## config.mk

```make
export PLATFORM = sky130hd
export DESIGN_NAME = feedback_receiver
export DESIGN_NICKNAME = d
export VERILOG_FILES = /design/src/rtl/feedback_receiver.sv
export SDC_FILE = /design/constraint.sdc
export NUM_CORES = 1
export LEC_CHECK = 0
export ABC_AREA = 1
export BUFFER_PORTS_ARGS = -buffer_cell sky130_fd_sc_hd__buf_2
export CAP_MARGIN = 30
export CORE_ASPECT_RATIO = 1.5
export CORE_UTILIZATION = 35
export CTS_CLUSTER_SIZE = 14
export DETAILED_ROUTE_END_ITERATION = 8
export HOLD_SLACK_MARGIN = 0.1
export PLACE_DENSITY = 0.55
export SYNTH_ARGS = -nofsm -noshare
export SYNTH_HDL_FRONTEND = slang
export SYNTH_SLANG_ARGS = --single-unit
```

## constraint.sdc

```tcl
create_clock -name clk -period 2 [get_ports clk]
set_clock_uncertainty 0.15 [all_clocks]
set_input_delay 0.1 -clock clk [delete_from_list [all_inputs] [get_ports clk]]
set_output_delay 0.1 -clock clk [all_outputs]
set_load 0.01 [all_outputs]
```

## src/rtl/feedback_receiver.sv

```systemverilog
// UART receiver (8N1, LSB first) for the kitchen-game host link with traveler
// feedback decoding into registered status flags and a staleness watchdog.
module feedback_receiver #(
    parameter int unsigned CLK_FREQ     = 100_000_000,
    parameter int unsigned BAUD         = 115200,
    parameter int unsigned STALE_CYCLES = 10_000_000
) (
    input  logic       clk,
    input  logic       res,
    input  logic       uart_rx,
    output logic [7:0] rx_byte,
    output logic       rx_valid,
    output logic       frame_err,
    output logic       sig_front,
    output logic       sig_hand,
    output logic       sig_processing,
    output logic       sig_machine,
    output logic       fb_update,
    output logic       fb_stale
);

    localparam int unsigned CLKS_PER_BIT = CLK_FREQ / BAUD;
    localparam int unsigned HALF_BIT     = CLKS_PER_BIT / 2;
    localparam int unsigned CNT_W        = $clog2(CLKS_PER_BIT);
    localparam int unsigned STALE_W      = $clog2(STALE_CYCLES + 1);

    localparam logic [CNT_W-1:0]   CNT_HALF   = CNT_W'(HALF_BIT - 1);
    localparam logic [CNT_W-1:0]   CNT_FULL   = CNT_W'(CLKS_PER_BIT - 1);
    localparam logic [STALE_W-1:0] STALE_MAX  = STALE_W'(STALE_CYCLES);
    localparam logic [STALE_W-1:0] STALE_LAST = STALE_W'(STALE_CYCLES - 1);

    typedef enum logic [1:0] {
        IDLE,
        START,
        DATA,
        STOP
    } state_t;

    state_t               state;
    logic                 rx_meta;
    logic                 rx_s;
    logic [CNT_W-1:0]     cnt;
    logic [2:0]           bit_idx;
    logic [7:0]           shreg;
    logic [STALE_W-1:0]   stale_cnt;
    logic                 fb_hit;

    assign fb_hit = rx_valid && (rx_byte[7:6] == 2'b00) && (rx_byte[1:0] == 2'b01);

    always_ff @(posedge clk) begin
        if (res) begin
            rx_meta <= 1'b1;
            rx_s    <= 1'b1;
        end else begin
            rx_meta <= uart_rx;
            rx_s    <= rx_meta;
        end
    end

    always_ff @(posedge clk) begin
        if (res) begin
            state     <= IDLE;
            cnt       <= '0;
            bit_idx   <= '0;
            shreg     <= '0;
            rx_byte   <= '0;
            rx_valid  <= 1'b0;
            frame_err <= 1'b0;
        end else begin
            rx_valid  <= 1'b0;
            frame_err <= 1'b0;
            case (state)
                IDLE: begin
                    cnt <= '0;
                    if (!rx_s) state <= START;
                end
                START: begin
                    if (cnt == CNT_HALF) begin
                        cnt     <= '0;
                        bit_idx <= '0;
                        state   <= rx_s ? IDLE : DATA;
                    end else begin
                        cnt <= cnt + CNT_W'(1);
                    end
                end
                DATA: begin
                    if (cnt == CNT_FULL) begin
                        cnt     <= '0;
                        shreg   <= {rx_s, shreg[7:1]};
                        bit_idx <= bit_idx + 3'd1;
                        if (bit_idx == 3'd7) state <= STOP;
                    end else begin
                        cnt <= cnt + CNT_W'(1);
                    end
                end
                STOP: begin
                    if (cnt == CNT_FULL) begin
                        cnt   <= '0;
                        state <= IDLE;
                        if (rx_s) begin
                            rx_byte  <= shreg;
                            rx_valid <= 1'b1;
                        end else begin
                            frame_err <= 1'b1;
                        end
                    end else begin
                        cnt <= cnt + CNT_W'(1);
                    end
                end
                default: state <= IDLE;
            endcase
        end
    end

    // fb_stale is sticky from reset until the first feedback byte, then tracks saturation
    always_ff @(posedge clk) begin
        if (res) begin
            sig_front      <= 1'b0;
            sig_hand       <= 1'b0;
            sig_processing <= 1'b0;
            sig_machine    <= 1'b0;
            fb_update      <= 1'b0;
            fb_stale       <= 1'b1;
            stale_cnt      <= '0;
        end else begin
            fb_update <= 1'b0;
            if (fb_hit) begin
                sig_front      <= rx_byte[2];
                sig_hand       <= rx_byte[3];
                sig_processing <= rx_byte[4];
                sig_machine    <= rx_byte[5];
                fb_update      <= 1'b1;
                stale_cnt      <= '0;
                fb_stale       <= 1'b0;
            end else if (stale_cnt != STALE_MAX) begin
                stale_cnt <= stale_cnt + STALE_W'(1);
                if (stale_cnt == STALE_LAST) fb_stale <= 1'b1;
            end else begin
                fb_stale <= 1'b1;
            end
        end
    end

endmodule

```

==> flow_summary.ini, run 1 <==
[floorplanning]
boundaryPins = 19
initial_core_util = 0.364
die_h_um = 114
rows = 40
die_x_um = 76.7
die_area_um2 = 8750
core_area_um2 = 8060

[timing]
grt_setup_unrepaired = false
tightest_slew_ns = 0.542
finalSetupViolCount = 0
min_period_ns = 1.79
slew_violations = 0
fin_crit_sh = 0.895
max_slew_margin = 0.638
fin_tns_setup_ns = 0
fmax_ghz = 0.559
hold_viol_final = 0

[global_routing]
first_global_vias = 2532
busiest_layer = met2
met2_usage = 0.299
grt_usage = 0.164
grt_start_max_net_pins = 22
grt_first_pass_wirelength_um = 11200
antenna_found_initial = 0
grt_overflow = 0
met1_usage = 0.173
use_met3 = 0.0430

[flow_run]
drv_cap = 0

[clocking]
cts_buffers = 9
clock_latency_ns = 0.33
h-tree-depth = 3
path_clk_slew_ns = 0.05
cts_sinks = 65
tritoncts = yes
cts_buffer_depth = 2
post-cts-setup-buffer-count = 0
cts_root_buf = clkbuf_16

[power]
ir_drop_v = 0.000488
power_mw = 3.12
powerDensity_nw_per_um2 = 888
power.static_leakage_nw = 1.38

[setup_path]
path_class = register to register
rr_startpoint = cnt[0]$_SDFF_PP0_
rrSetupSlack_ns = 0.21
r2r.worst_path.cells = 8
r2r-end = shreg[6]$_SDFFE_PP0P_
crit_arrival_ns = 1.90
cp-start-kind = register
path_max_fanout = 8
worstSetupEndpointType = register
required_ns = 2.11

[yosys]
async_reset_ff_frac = 0
ys_seq_area_frac = 0.444
synth_cells = 394
ys_seq_elements = 65
synthDistinctLibCells = 31
synth_edf_count = 0
yosys_warnings = 0
synth_area_um2 = 2930
synth_nets = 403
synthFlopType = dfxtp_1
synth_area_per_cell_um2 = 7.44

[worst_hold_path]
hold_depth = 1
hold_class = register to register
min_from = rx_meta$_SDFF_PP1_
holdPathEnd = rx_s$_SDFF_PP1_

[routing]
drc_errors = 0
drt_iter0_drc = 129
ant_nets = 0
viasPerCell = 4.86
routedWlPerCell_um = 12.2
routed_wl_um = 6530
vias = 2595
first_pass_iters = 4

[place]
postPlaceCellArea_um2 = 3150
port_buffers = 18
gp_congestion = 0.800
place_hpwl_um = 4920

[layout]
synthToLayoutAreaGrowth_pct = 20.0
final_cell_mix = 67 x nor2_1, 65 x dfxtp_1, 56 x nand2_1, 48 x inv_1, 26 x o21ai_0
mostFrequentLayoutCell = nor2_1
drive_above_1_share = 0.142
final_area_um2 = 3520
antenna_cells = 0
fin_nets = 433

[run_status]
outcome = complete, no violations
==> flip-flops by register name, summed over array words and instances, names as in the netlist, 3 cells and up, named ones only <==
register and count:
stale_cnt 24, cnt 10, rx_byte 8, shreg 8, bit_idx 3
==> stage by stage <==
step / instances / hold slack (ns) / setup WS, ns / util
floorplan: 394 / 0.0538 / 0.438 / -
global placement: 515 / 0.135 / 0.219 / 0.391
detailed placement: 515 / 0.136 / 0.187 / 0.391
CTS: 534 / 0.260 / 0.169 / 0.436
global route: 534 / 0.270 / 0.0540 / 0.436
finish: 534 / 0.258 / 0.211 / 0.436
==> Yosys cell counts (3+ instances only) <==
library cell | instances | area (µm²)
a21oi_1 | 25 | 125
a22o_1 | 4 | 35.0
a31oi_1 | 4 | 25.0
buf_2 | 3 | 15.0
dfxtp_1 | 65 | 1300
ha_1 | 6 | 75.1
inv_1 | 48 | 180
nand2_1 | 56 | 210
nand2_2 | 3 | 18.8
nand3_1 | 18 | 90.1
nand4_1 | 12 | 75.1
nor2_1 | 67 | 251
nor2_4 | 3 | 33.8
nor3_1 | 23 | 115
nor3_2 | 4 | 40.0
o21ai_0 | 26 | 130
xor2_1 | 6 | 52.6
==> logic make-up after synthesis <==
| family | synth area share |
|---|---|
| DFF | 0.444 |
| adders and majority gates | 0.0256 |
| buffers and inverters | 0.0773 |
| AOI/OAI and AO/OA | 0.114 |
| xor gates and xnor gates | 0.0209 |
| and+or+nand+nor | 0.318 |
==> power breakdown <==
part           total (mW)  internal [mW]  switching (mW)  leakage [nW]
sequential           1.32           1.31          0.0153         0.525
combinational      0.0804         0.0285          0.0519         0.690
clock                1.72           1.15           0.563         0.162
==> final cells by class <==
type | instances | area (µm²)
Clock buffer | 11 | 253
Multi-Input combinational cell | 272 | 1410
Timing Repair Buffer | 26 | 158
Inverter | 50 | 188
Tap cell | 105 | 131
Sequential cell | 65 | 1300
Clock inverter | 5 | 77.6
Fill cell | 811 | 4540
==> worst max-delay path, cell delays in order, from the launching register on <==
cell and delay [ns]:
dfxtp_1 0.39, ha_1 0.19, nand2_1 0.07, nor2_1 0.12, nand3_2 0.21, nor2_4 0.24
buf_4 0.17, o21ai_1 0.06, a21oi_2 0.12
==> worst max-delay path by stage <==
stage	start	end	slack [ns]	cells after the start
6_report	cnt[0]$_SDFF_PP0_	shreg[6]$_SDFFE_PP0P_	0.21	8
5_1_grt	cnt[0]$_SDFF_PP0_	rx_byte[0]$_SDFFE_PP0P_	0.05	7
4_1_cts	cnt[0]$_SDFF_PP0_	rx_byte[2]$_SDFFE_PP0P_	0.17	7
3_5_place_dp	cnt[0]$_SDFF_PP0_	rx_byte[2]$_SDFFE_PP0P_	0.19	7
3_3_place_gp	cnt[0]$_SDFF_PP0_	rx_byte[5]$_SDFFE_PP0P_	0.22	7
2_1_floorplan	cnt[0]$_SDFF_PP0_	rx_byte[0]$_SDFFE_PP0P_	0.44	7
==> layer usage <==
metal  vias to the layer above  wire length (µm)
li1                       1355                 -
met1                      1198              2790
met2                        29              3430
met3                        13               190
met4                         0               121
met5                         -                 0
==> timing repair <==
item                                   CTS  global route
endpoints found under the hold margin    7             0
setup endpoints to repair                0            12
gates resized for setup                  0             1
hold buffers                             3             0
Note: power is estimated with default switching activity, not from simulation.
==> run 2, diff against run 1 <==
- clock period: 2 -> 2.3 ns (I/O delays scaled with it)
==> run 2 against run 1 <==
Effect of this change: sequential cell count did not move; utilization fell by 0.93 points; sequential power fell by 13%; combinational power fell by 13%; critical path depth fell by 1; fmax fell by 4.2%; sequential share of layout area rose by 0.81 points; cell count fell by 0.56%; critical path type unchanged; critical endpoint is now rx_byte[2]$_SDFFE_PP0P_; highest routed layer unchanged.
==> flow_summary.ini, run 2 (synthesis results as in run 1) <==
[setup_path]
crit_arrival_ns = 1.98
cp-startpoint = cnt[0]$_SDFF_PP0_
worstSetupEndpointType = register
rr_startpoint = cnt[0]$_SDFF_PP0_
path_class = register to register
required_ns = 2.41
rrSetupSlack_ns = 0.43
cp-start-kind = register
r2r-end = rx_byte[2]$_SDFFE_PP0P_
path_max_fanout = 8
r2r.worst_path.cells = 7

[global_routing]
first_global_vias = 2504
antenna_found_initial = 0
grt_usage = 0.163
grt_overflow = 0
grt_first_pass_wirelength_um = 11000
grt_start_max_net_pins = 22

[routing]
routedWlPerCell_um = 12.0
first_pass_iters = 4
routed_wl_um = 6380
vias = 2562
ant_nets = 0
drc_errors = 0
drt_iter0_drc = 80
viasPerCell = 4.82

[layout]
final_cell_mix = 67 x nor2_1, 65 x dfxtp_1, 56 x nand2_1, 48 x inv_1, 26 x o21ai_0
reg_top3 = stale_cnt (24), cnt (10)
drive_above_1_share = 0.134
antenna_cells = 0
largest_reg_flops = 24
synthToLayoutAreaGrowth_pct = 17.4
fin_nets = 430
top_register = stale_cnt
fillers = 830
mostFrequentLayoutCell = nor2_1
multi_input_area_um2 = 1400
regArea_um2 = 1300

[worst_hold_path]
hold_depth = 1
min_from = rx_meta$_SDFF_PP1_
holdPathEnd = rx_s$_SDFF_PP1_
hold_class = register to register

[timing]
fin_ws_ns = 0.433
fin_crit_sh = 0.812
slew_violations = 0
tightest_slew_ns = 0.530
max_slew_margin = 0.646
hold_viol_final = 0
fin_tns_setup_ns = 0
fin_hold_ws_ns = 0.254
min_period_ns = 1.87
fmax_ghz = 0.536
grt_setup_unrepaired = false
finalSetupViolCount = 0

[power]
power.static_leakage_nw = 1.33
powerDensity_nw_per_um2 = 720
ir_drop_v = 0.000446

[clocking]
h-tree-depth = 3
clock_latency_ns = 0.33
cts_buffers = 9
cts_root_buf = clkbuf_16
cts_buffer_depth = 2
tritoncts = yes
cts.repair.resized = 0
path_clk_slew_ns = 0.05
cts_sinks = 65

[floorplanning]
rows = 40
die_area_um2 = 8750
boundaryPins = 19
die_x_um = 76.7
initial_core_util = 0.364
core_area_um2 = 8060
die_h_um = 114

[place]
place_ws_ns = 0.419
gp_congestion = 0.799
port_buffers = 18
place_hpwl_um = 4750

[flow_run]
drv_cap = 0

[run_status]
outcome = complete, no violations
-- run 2: changes by cell type in the layout (fill, tap and decap cells not counted) --
cell        before  now
nor3_1          22   23
nor3_2           5    4
clkinvlp_4       1    2
bufinv_16        2    0
buf_4            5    2
clkinv_2         2    3
-- run 2: final cells by class --
type	count	area share
inverters	50	0.0545
clock buffers	11	0.0735
multi-input cells	272	0.408
clock inverters	5	0.00873
repair buffers	23	0.0393
flip-flops and latches	65	0.378
well taps	105	0.0382
-- run 2: worst max path at each step --
stage / endpoint / slack, ns
after floorplan: rx_byte[0]$_SDFFE_PP0P_ / 0.74
after global placement: rx_byte[6]$_SDFFE_PP0P_ / 0.43
after detailed placement: rx_byte[2]$_SDFFE_PP0P_ / 0.42
after CTS: rx_byte[2]$_SDFFE_PP0P_ / 0.40
after global routing: rx_byte[7]$_SDFFE_PP0P_ / 0.1
final: rx_byte[2]$_SDFFE_PP0P_ / 0.43
-- run 2: worst max-delay path: stages (launching register included) --
cell and delay [ns]:
dfxtp_1 0.39, ha_1 0.19, inv_1 0.08, nor3_1 0.30, nand2_1 0.18, nor3_4 0.28
o21ai_0 0.13, nor2_1 0.11
-- run 2: per-layer routing --
metal  vias to the layer above  GRT usage  share of wire
met4                         0      0.110          0.033
met1                      1160      0.172           0.42
li1                       1350          -              -
met2                        36      0.288           0.52
met3                        16     0.0335          0.022
met5                         -          0              0
-- run 2: repair_timing --
action                    CTS  global route
hold buffers                3             0
buffers inserted            0             0
hold endpoints to repair    7             0
-- run 2: where the power goes --
| group | switching (mW) | internal [mW] | total, mW |
|---|---|---|---|
| Sequential | 0.0129 | 1.14 | 1.15 |
| Clock | 0.476 | 0.781 | 1.26 |
| Combinational | 0.0454 | 0.0247 | 0.0701 |
| Total | 0.534 | 1.94 | 2.48 |
-- run 2: metrics by stage --
stage	power (mW)	cells	util	cell area (µm²)
finish	2.48	531	0.427	3440
global route	2.58	531	0.427	3440
CTS	2.52	531	0.427	3440
detailed placement	1.24	512	0.388	3130
global placement	1.24	512	0.388	3130
floorplan	1.23	394	-	2930
==> run 3, diff against run 2 <==
- PLACE_DENSITY: 0.55 -> 0.57
- clock period: 2.3 -> 1.55 ns (I/O delays scaled with it)
==> run 3 against run 2 <==
Effect of this change: the run now ends with setup timing left; total power is 71% higher; register-to-register slack worse by 0.57 ns; hold slack worse by 0.14 ns; final area is 30% higher; via count is 16% higher; sequential cell count stayed put; wire length is 25% higher; critical path depth is 2 higher; critical path type unchanged; sequential power is 49% higher.
==> flow_summary.ini, run 3 (synthesis results as in run 1) <==
[place]
placedCellCount = 563
gp_congestion = 0.805
port_buffers = 18
place_ws_ns = -0.0754
place_hpwl_um = 4990
postPlaceCellArea_um2 = 3530

[power]
powerDensity_nw_per_um2 = 943
ir_drop_v = 0.000688
power.static_leakage_nw = 1.83
power_mw = 4.23

[timing]
grt_setup_unrepaired = true
max_slew_margin = 0.745
fin_crit_sh = 1.09
finalSetupViolCount = 25
hold_viol_final = 0
tightest_slew_ns = 0.382
fin_tns_setup_ns = -1.02
slew_violations = 0
min_period_ns = 1.69
fmax_ghz = 0.592
fin_ws_ns = -0.139

[layout]
fin_cells = 601
largest_reg_flops = 24
multi_input_area_um2 = 1770
fillers = 703
synthToLayoutAreaGrowth_pct = 53.0
fin_nets = 500
mostFrequentLayoutCell = buf_4
regArea_um2 = 1330
final_area_um2 = 4480
drive_above_1_share = 0.405
reg_top3 = stale_cnt (24), cnt (10)
antenna_cells = 0
final_cell_mix = 55 x buf_4, 53 x dfxtp_1, 49 x nand2_1, 44 x inv_1, 44 x nor2_1
top_register = stale_cnt

[global_routing]
grt_overflow = 0
grt_first_pass_wirelength_um = 11900
grt_usage = 0.173
first_global_vias = 2843
grt_start_max_net_pins = 18
antenna_found_initial = 0

[floorplanning]
rows = 40
core_area_um2 = 8060
die_h_um = 114
die_area_um2 = 8750
initial_core_util = 0.364
boundaryPins = 19
die_x_um = 76.7

[setup_path]
crit_arrival_ns = 1.76
path_max_fanout = 3
worstSetupEndpointType = register
cp-start-kind = register
path_class = register to register
cp_slowest_cell = dfxtp_4
crit_chain = buf_6 -> ha_4 -> nand2_2 -> nor2_2 -> nand3_2 -> a21oi_2 -> nand4_1 -> nand3_1 -> nand2_1
critPathMaxStageDelay_ns = 0.36
rrSetupSlack_ns = -0.14
required_ns = 1.63

[clocking]
h-tree-depth = 3
cts_buffers = 9
clock_latency_ns = 0.33
cts_sinks = 65
path_clk_slew_ns = 0.06
tritoncts = yes
cts_root_buf = clkbuf_16
cts_buffer_depth = 2

[routing]
vias = 2975
drt_iter0_drc = 82
ant_nets = 0
drc_errors = 0
first_pass_iters = 4
routedWlPerCell_um = 13.2
viasPerCell = 4.95
routed_wl_um = 7950

[worst_hold_path]
hold_class = input pin to register

[run_status]
outcome = finished, violations left
failed_checks = setup timing

[flow_run]
drv_cap = 0
==> run 3: cell count changes in the layout (fill, tap and decap cells not counted), sizes merged <==
cell,delta
clkinvlp,-2
dlygate4sd3,+4
clkbuf,-1
buf,+64
nand2,+2
bufinv,+3
==> run 3: critical path: cells and delay by family (launching register included) <==
| family | cells | cell delay (ns) |
|---|---|---|
| adder cells (fa/ha/maj) | 1 | 0.12 |
| buffers and inverters | 1 | 0.10 |
| flip-flops | 1 | 0.36 |
| AND/OR/NAND/NOR | 6 | 0.66 |
| AO/OA/AOI/OAI | 1 | 0.19 |
==> run 3: path summary, 6_finish.rpt <==
check / startpoint / to / depth (start not counted)
worst min register to register: rx_meta$_SDFF_PP1_ / rx_s$_SDFF_PP1_ / 1
worst max-delay path: cnt[0]$_SDFF_PP0_ / register / 9
worst min-delay path: res / shreg[7]$_SDFFE_PP0P_ / 5
worst max register to register: cnt[0]$_SDFF_PP0_ / register / 9
==> run 3: layer usage <==
metal	GRT usage	share of wire	up-vias
li1	-	-	1496
met1	0.170	0.40	1422
met2	0.321	0.55	38
met3	0.0462	0.020	19
met4	0.100	0.028	0
met5	0	0	-
==> run 3: area by class of cell <==
class                           count  area share
Multi-Input combinational cell    274       0.395
Sequential cell                    65       0.296
Timing Repair Buffer               91       0.159
Clock buffer                       10      0.0511
Inverter                           50      0.0430
Tap cell                          105      0.0293
Clock inverter                      6      0.0260
==> run 3: where the power goes <==
| part | leakage (nW) | switching [mW] | total, mW | internal [mW] |
|---|---|---|---|---|
| combinational | 1.13 | 0.104 | 0.182 | 0.0776 |
| clock | 0.167 | 0.754 | 2.33 | 1.58 |
| sequential | 0.532 | 0.0260 | 1.71 | 1.69 |
==> run 3: through the flow <==
stage | hold slack (ns) | util
after floorplan | 0.0313 | -
after global placement | 0.112 | 0.438
after detailed placement | 0.117 | 0.438
after CTS | -0.158 | 0.506
after global routing | 0.135 | 0.556
final | 0.111 | 0.556
==> run 3: timing repair <==
action / CTS / global route
resized for setup: 37 / 97
hold buffers: 4 / 3
hold endpoints to repair: 14 / 3
endpoints found under the setup margin: 43 / 50
cloned: 0 / 2
buffers inserted: 6 / 9
pin swaps: 16 / 33
